==> src/rtl/gates_using_mux.sv <==
// Mux-based reference for the six two-input gates, with a registered copy
// of the results for synchronous consumers.

module gates_using_mux_mux2 (
    input  logic sel_i,
    input  logic d0_i,
    input  logic d1_i,
    output logic y_o
);

    // An unknown select yields X rather than silently picking a leg.
    always_comb begin
        case (sel_i)
            1'b0:    y_o = d0_i;
            1'b1:    y_o = d1_i;
            default: y_o = 1'bx;
        endcase
    end

endmodule

module gates_using_mux (
    input  logic       clk,
    input  logic       rst_n,
    input  logic       a,
    input  logic       b,
    output logic       yand,
    output logic       yor,
    output logic       ynand,
    output logic       ynor,
    output logic       yxor,
    output logic       yxnor,
    output logic [5:0] gates_q
);

    logic b_n;
    logic [5:0] result_d;
    logic [5:0] result_q;

    gates_using_mux_mux2 u_inv_b (
        .sel_i (b),
        .d0_i  (1'b1),
        .d1_i  (1'b0),
        .y_o   (b_n)
    );

    gates_using_mux_mux2 u_and (
        .sel_i (a),
        .d0_i  (1'b0),
        .d1_i  (b),
        .y_o   (yand)
    );

    gates_using_mux_mux2 u_or (
        .sel_i (a),
        .d0_i  (b),
        .d1_i  (1'b1),
        .y_o   (yor)
    );

    gates_using_mux_mux2 u_nand (
        .sel_i (a),
        .d0_i  (1'b1),
        .d1_i  (b_n),
        .y_o   (ynand)
    );

    gates_using_mux_mux2 u_nor (
        .sel_i (a),
        .d0_i  (b_n),
        .d1_i  (1'b0),
        .y_o   (ynor)
    );

    gates_using_mux_mux2 u_xor (
        .sel_i (a),
        .d0_i  (b),
        .d1_i  (b_n),
        .y_o   (yxor)
    );

    gates_using_mux_mux2 u_xnor (
        .sel_i (a),
        .d0_i  (b_n),
        .d1_i  (b),
        .y_o   (yxnor)
    );

    assign result_d = {yxnor, yxor, ynor, ynand, yor, yand};

    always_ff @(posedge clk or negedge rst_n) begin
        if (!rst_n) begin
            result_q <= 6'b000000;
        end else begin
            result_q <= result_d;
        end
    end

    assign gates_q = result_q;

endmodule

==> config.mk <==
export PLATFORM = sky130hd
export DESIGN_NAME = gates_using_mux
export DESIGN_NICKNAME = d
export VERILOG_FILES = /design/src/rtl/gates_using_mux.sv
export SDC_FILE = /design/constraint.sdc
export NUM_CORES = 1
export LEC_CHECK = 0
export CAP_MARGIN = 20
export CORE_AREA = 2 2 39 41
export CTS_BUF_LIST = sky130_fd_sc_hd__clkbuf_16
export CTS_CLUSTER_SIZE = 25
export DETAILED_ROUTE_END_ITERATION = 10
export DIE_AREA = 0 0 41 43
export PLACE_DENSITY_LB_ADDON = 0.15
export REMOVE_ABC_BUFFERS = 1
export SLEW_MARGIN = 20
export SYNTH_ARGS = -nofsm -noshare
export SYNTH_HDL_FRONTEND = slang
export SYNTH_SLANG_ARGS = --single-unit
==> constraint.sdc <==
create_clock -name clk -period 0.8 [get_ports clk]
set_input_delay 0.12 -clock clk [delete_from_list [all_inputs] [get_ports clk]]
set_output_delay 0.12 -clock clk [all_outputs]
set_load 0.03 [all_outputs]
==> After elaboration in Yosys (flattened, before gate mapping) <==
Index checks and enable logic that the tools add are counted.
{ "op_classes": {"mux": 7, "bitwise": 2} }
{ "op_table": {"columns": ["operator", "count"], "rows": [
  ["1-bit one-hot mux with 2 select lines", 7],
  ["1-bit inverter", 2]
]} }
{ "word_totals": {"ff_bits": 6, "in_bits": 4, "output_inout_bits": 12, "elab_cells": 10} }

==> Depth between registers and ports, before layout <==
Gate-level depths: netlist (run 1).
{ "depth": {"ltp_word": 3, "depth_mapped": 3, "mapped_depth_nobuf": 3} }

==> By module <==
Synthesis (run 1) repeated with hierarchy kept, for this count alone.
{ "hier_totals": {"hier_cells": 15, "hier_area_um2": 262.8} }
{ "modules_own_cells": {"columns": ["module", "instances", "cells_per_inst", "area_each_um2", "seq_area_each_um2"], "rows": [
  ["gates_using_mux", 1, 8, 157.7, 150.1],
  ["gates_using_mux_mux2", 7, 1, 15.0, 0.0]
]} }

==> Worst setup path after synthesis (run 1) <==
No wires, ideal clock.
{ "synth_path": {"kind": "in2reg", "from": "in a", "to": "reg result_q[5] (netlist: gates_q[5])", "setup_ps": 182, "arrival_time_ps": 835, "required_time_ps": 618, "path_slack_ps": -217, "cell_stages": 3, "path_buffers": 0, "cell_sequence": "inv_1 ha_1 inv_1"} }
{ "synth_via": {"elab_chain_cells": 2} }
{ "synth_lines": {"columns": ["element", "line", "text"], "rows": [
  ["start, declared", "25", "input logic a,"],
  ["1-bit inverter", "13", "case (sel_i)"],
  ["1-bit one-hot mux with 2 select lines *", "13", null],
  ["named net yxnor", "32", "output logic yxnor,"],
  ["end signal, assigned", "95", "result_q <= result_d;"],
  ["end, declared", "38", "logic [5:0] result_q;"]
]} }
The timed path passes the listed nets; every way through them passes the cells marked *.

==> Final worst setup path (run 1) <==
{ "layout_path": {"from": "reg result_q[5] (netlist: gates_q[5])", "to": "out gates_q[5]"} }
{ "layout_rtl": {"columns": ["element", "line", "text"], "rows": [
  ["end, declared", "33", "output logic [5:0] gates_q"]
]} }
No word-level cell between the ends.

==> results.cfg, run 1 <==
[timing]
worst_pin_slew_ps = 251.9
rsz0062_at_grt = yes
setup_tns_ps = -246.2
whs_ps = 130.3
period_needed_ps = 848.3
hold_violations = 0
min_period_over_period_pct = 106.0
setup_viol = 6
max_freq_mhz = 1179
setup_slack_ps = -48.32
final_max_slew_viol_count = 0
relSlewSlack_pct = 83.15

[cells_and_area]
synthToLayoutAreaGrowth_pct = 167.4
num_antenna_cells = 0
drive_gt1_share_pct = 79.49
nets = 49
largest_register_ffs = 6

[global_routing]
grt_max_degree = 7
grt_pass1_wl_um = 586
grt-ovfl-total = 0
track_usage_pct = 5.948
grt_pass1_vias = 175
antenna_found_initial = 0

[run_status]
violations = setup timing
status = finished with violations

[floorplanning]
fp.dieW_um = 41
die_h_um = 43
core_area_um2 = 1384
initial_core_util_pct = 15.82
placementRows = 14
design.die.area_um2 = 1763
io_pins = 16

[yosys]
yosysSeqAreaShare_pct = 68.57
ys_types = 3
yosysTopAreaCell = dfrtp_1
synth_warnings = 0
synthTopCellsByArea = dfrtp_1, ha_1, inv_1
synth-edff-count = 0
yosys_register_bits = 6
syn_area_um2 = 219.0
avgSynthCellArea_um2 = 14.60
yosysMostFrequentCell = dfrtp_1
syn_inst = 15
synthArstFlopShare_pct = 100.0
synthFlopType = dfrtp_1
ys_top_cells_by_count = dfrtp_1, inv_1, ha_1
netlist.area_leader.share_pct = 68.57

[power]
power_density_nw_per_um2 = 2409
leakage_nw = 0.2755
peakVddDrop_mv = 0.7751
p_total_mw = 1.411

[drt]
via_per_inst = 3.400
wl_per_cell_um = 8.018
first_pass_iters = 2
vias = 187
drt-initial-drc-count = 1
drc = 0
ant_nets = 0
routed_wl_um = 441

[cts]
cts_made_buffers = 3
clk_path_buf_depth = 2
cts_root_buf = clkbuf_16
path_clk_slew_ps = 30
postCtsHoldBufs = 0
cts_sinks = 6
cts_tree = built
htree_levels = 1

[setup_path]
critPathLaunchType = flop
setup.worst_path.class = flop to primary output
worstPathRequired_ps = 680
end_kind = primary output
cp.buffers_inverters = 1
slowest_stage = dfrtp_1
cp_max_fo = 1
worstPathCellList = buf_6
crit_arrival_ps = 730
critPathTopFamily = flip-flops
cpPeakStageDelay_ps = 370

[placed_design]
hpwl_um = 330.7
port_buffers = 15
gp_congestion = 0.5695
place_ws_ps = -554.9

[run]
maxCapViolations = 0

[worst_hold_path]
hold_path_class = primary input to asynchronous set/reset pin
[cell families (layout without fill, tap and decap cells)]
| logic type | Yosys count | after routing | share of synthesized area, % |
|---|---|---|---|
| DFF | 6 | 6 | 68.57 |
| adders and majority gates | 4 | 4 | 22.86 |
| buffers and inverters | 5 | 29 | 8.572 |
[worst max path at each step]
stage                     startpoint  depth (start not counted)          to  slack, ps
after detailed placement           a                          5       yxnor       -550
final                     gates_q[5]                          1  gates_q[5]        -50
after global placement             a                          5       yxnor       -540
after global routing      gates_q[0]                          1  gates_q[0]        -60
after CTS                 gates_q[5]                          1  gates_q[5]        -50
after floorplan                    a                          3  gates_q[5]       -220
[layer usage]
| layer | global-route usage [%] | wire length (µm) | up-vias |
|---|---|---|---|
| met3 | 3.141 | 59 | 0 |
| met1 | 4.886 | 136 | 84 |
| li1 | - | - | 91 |
| met5 | 0 | 0 | - |
| met2 | 7.187 | 246 | 12 |
| met4 | 10.00 | 0 | 0 |
[placed cells by master (no fill, tap or decap), drive strengths merged]
cell / netlist / routed
clkbuf: 0 / 3
dfrtp: 6 / 6
inv: 5 / 5
buf: 0 / 20
ha: 4 / 4
clkdlybuf4s50: 0 / 1
[where the power goes]
group	leakage, nW	switching (mW)	internal [mW]	total, mW
Combinational	0.169	0.148	0.142	0.290
Sequential	0.0696	0.00894	0.326	0.335
Clock	0.0370	0.147	0.639	0.786
[per-stage QoR]
step                cell area, µm²  std cells  util (%)
finish                       585.6         55     42.31
global placement             381.6         49     27.58
floorplan                    219.0         15         -
global route                 585.6         55     42.31
detailed placement           381.6         49     27.58
CTS                          553.0         53     39.96
[layout make-up]
| cell class | count | area (µm²) |
|---|---|---|
| Sequential cell | 6 | 150.1 |
| Inverter | 5 | 26.28 |
| Clock buffer | 3 | 75.07 |
| Fill cell | 130 | 798.3 |
| Timing Repair Buffer | 21 | 224.0 |
| Multi-Input combinational cell | 4 | 90.09 |
| Tap cell | 16 | 20.02 |
[what timing repair did]
| item | in CTS | in global routing |
|---|---|---|
| setup buffers | 1 | 2 |
| pin swaps | 1 | 1 |
| endpoints found under the setup margin | 15 | 9 |
| resized for setup | 33 | 5 |
(Power assumes the default switching activity.)
==> inputs of run 2 (changes only) <==
Settings changed: SKIP_LAST_GASP from default to 1.
==> results.cfg, run 2 (synthesis results as in run 1) <==
[placed_design]
place_ws_ps = -554.9
hpwl_um = 330.7
port_buffers = 15
gp_congestion = 0.5695
dp_cells = 49

[global_routing]
grt_max_degree = 7
antenna_found_initial = 0
grt_pass1_wl_um = 586
grt_pass1_vias = 175
track_usage_pct = 5.948
grt-ovfl-total = 0

[cts]
clk_path_buf_depth = 2
cts_root_buf = clkbuf_16
cts_made_buffers = 3
path_clk_slew_ps = 30
cts_sinks = 6
cts_tree = built
htree_levels = 1

[run_status]
status = finished with violations
violations = setup timing

[timing]
final_max_slew_viol_count = 0
relSlewSlack_pct = 83.15
whs_ps = 130.3
period_needed_ps = 848.3
rsz0062_at_grt = yes
setup_viol = 6
min_period_over_period_pct = 106.0
setup_slack_ps = -48.32
worst_pin_slew_ps = 251.9
max_freq_mhz = 1179
hold_violations = 0

[drt]
ant_nets = 0
vias = 187
via_per_inst = 3.400
drc = 0
drt-initial-drc-count = 1
wl_per_cell_um = 8.018
routed_wl_um = 441
first_pass_iters = 2

[floorplanning]
die_h_um = 43
initial_core_util_pct = 15.82
design.die.area_um2 = 1763
io_pins = 16
fp.dieW_um = 41
core_area_um2 = 1384
placementRows = 14

[cells_and_area]
nets = 49
largest_register_ffs = 6
nFillCells = 127
synthToLayoutAreaGrowth_pct = 165.7
num_antenna_cells = 0
regArea_um2 = 150.1
drive_gt1_share_pct = 79.49
multi_input_area_um2 = 90.09
layout.cells.non_filler = 55
final_cell_mix = buf_6, dfrtp_1, buf_4, ha_4, clkbuf_16
mostFrequentLayoutCell = buf_6

[power]
peakVddDrop_mv = 0.7750
power_density_nw_per_um2 = 2422
swShare_pct = 21.55
p_clk_share_pct = 55.8
p_seq_share_pct = 23.8
p_comb_share_pct = 20.4
intPower_mw = 1.105
leakage_nw = 0.2742
p_switching_mw = 0.3037

[setup_path]
cp.buffers_inverters = 1
end_kind = primary output
worstPathRequired_ps = 680
setup.worst_path.class = flop to primary output
crit_arrival_ps = 730
worstPathCellList = buf_6
cp_max_fo = 1
slowest_stage = dfrtp_1
critPathTopFamily = flip-flops
critPathLaunchType = flop
cpPeakStageDelay_ps = 370

[run]
maxCapViolations = 0

[worst_hold_path]
hold_path_class = primary input to asynchronous set/reset pin
==> run 2: cell counts in the layout (fill, tap and decap cells not counted) <==
Identical to the previous run, type by type.
==> run 2: repair_timing <==
action                     in CTS  in global routing
setup endpoints to repair      15                  9
pin swaps                       1                  1
hold buffers                    0                  0
buffers inserted                1                  2
gates resized for setup        32                  5
==> run 2: area by class of cell <==
type                            count  area share (%)
Tap cell                           16           3.441
Multi-Input combinational cell      4           15.48
Inverter                            5           4.516
Sequential cell                     6           25.81
Timing Repair Buffer               21           37.85
Clock buffer                        3           12.90
==> run 2: final timing paths <==
kind / cells past startpoint / endpoint / startpoint
min: 1 / gates_q[3] / rst_n
max in group asynchronous: 1 / gates_q[5] / rst_n
max: 1 / gates_q[5] / gates_q[5]
min in group clk: 3 / gates_q[3] / a
==> run 2: through the flow <==
step                      TNS [ps]  util [%]  total power, mW  area [µm²]
after floorplan             -385.1         -           0.4461       219.0
after global placement       -4239     27.58           0.5448       381.6
after detailed placement     -4296     27.58           0.5464       381.6
after CTS                   -278.1     39.78            1.400       550.5
after global routing        -360.4     42.04            1.466       581.8
final                       -246.2     42.04            1.409       581.8
==> run 2: power by group through the flow <==
stage | sequential [mW] | clock, mW | combinational [mW]
finish | 0.335 | 0.786 | 0.288
global route | 0.336 | 0.823 | 0.306
CTS | 0.335 | 0.798 | 0.267
detailed placement | 0.335 | 0 | 0.212
global placement | 0.334 | 0 | 0.211
floorplan | 0.378 | 0 | 0.0678
==> run 2: layer usage <==
layer | global-route usage, % | wire length [µm]
met1 | 4.886 | 137
met2 | 7.187 | 244
met3 | 3.141 | 59
met4 | 10.00 | 0
met5 | 0 | 0
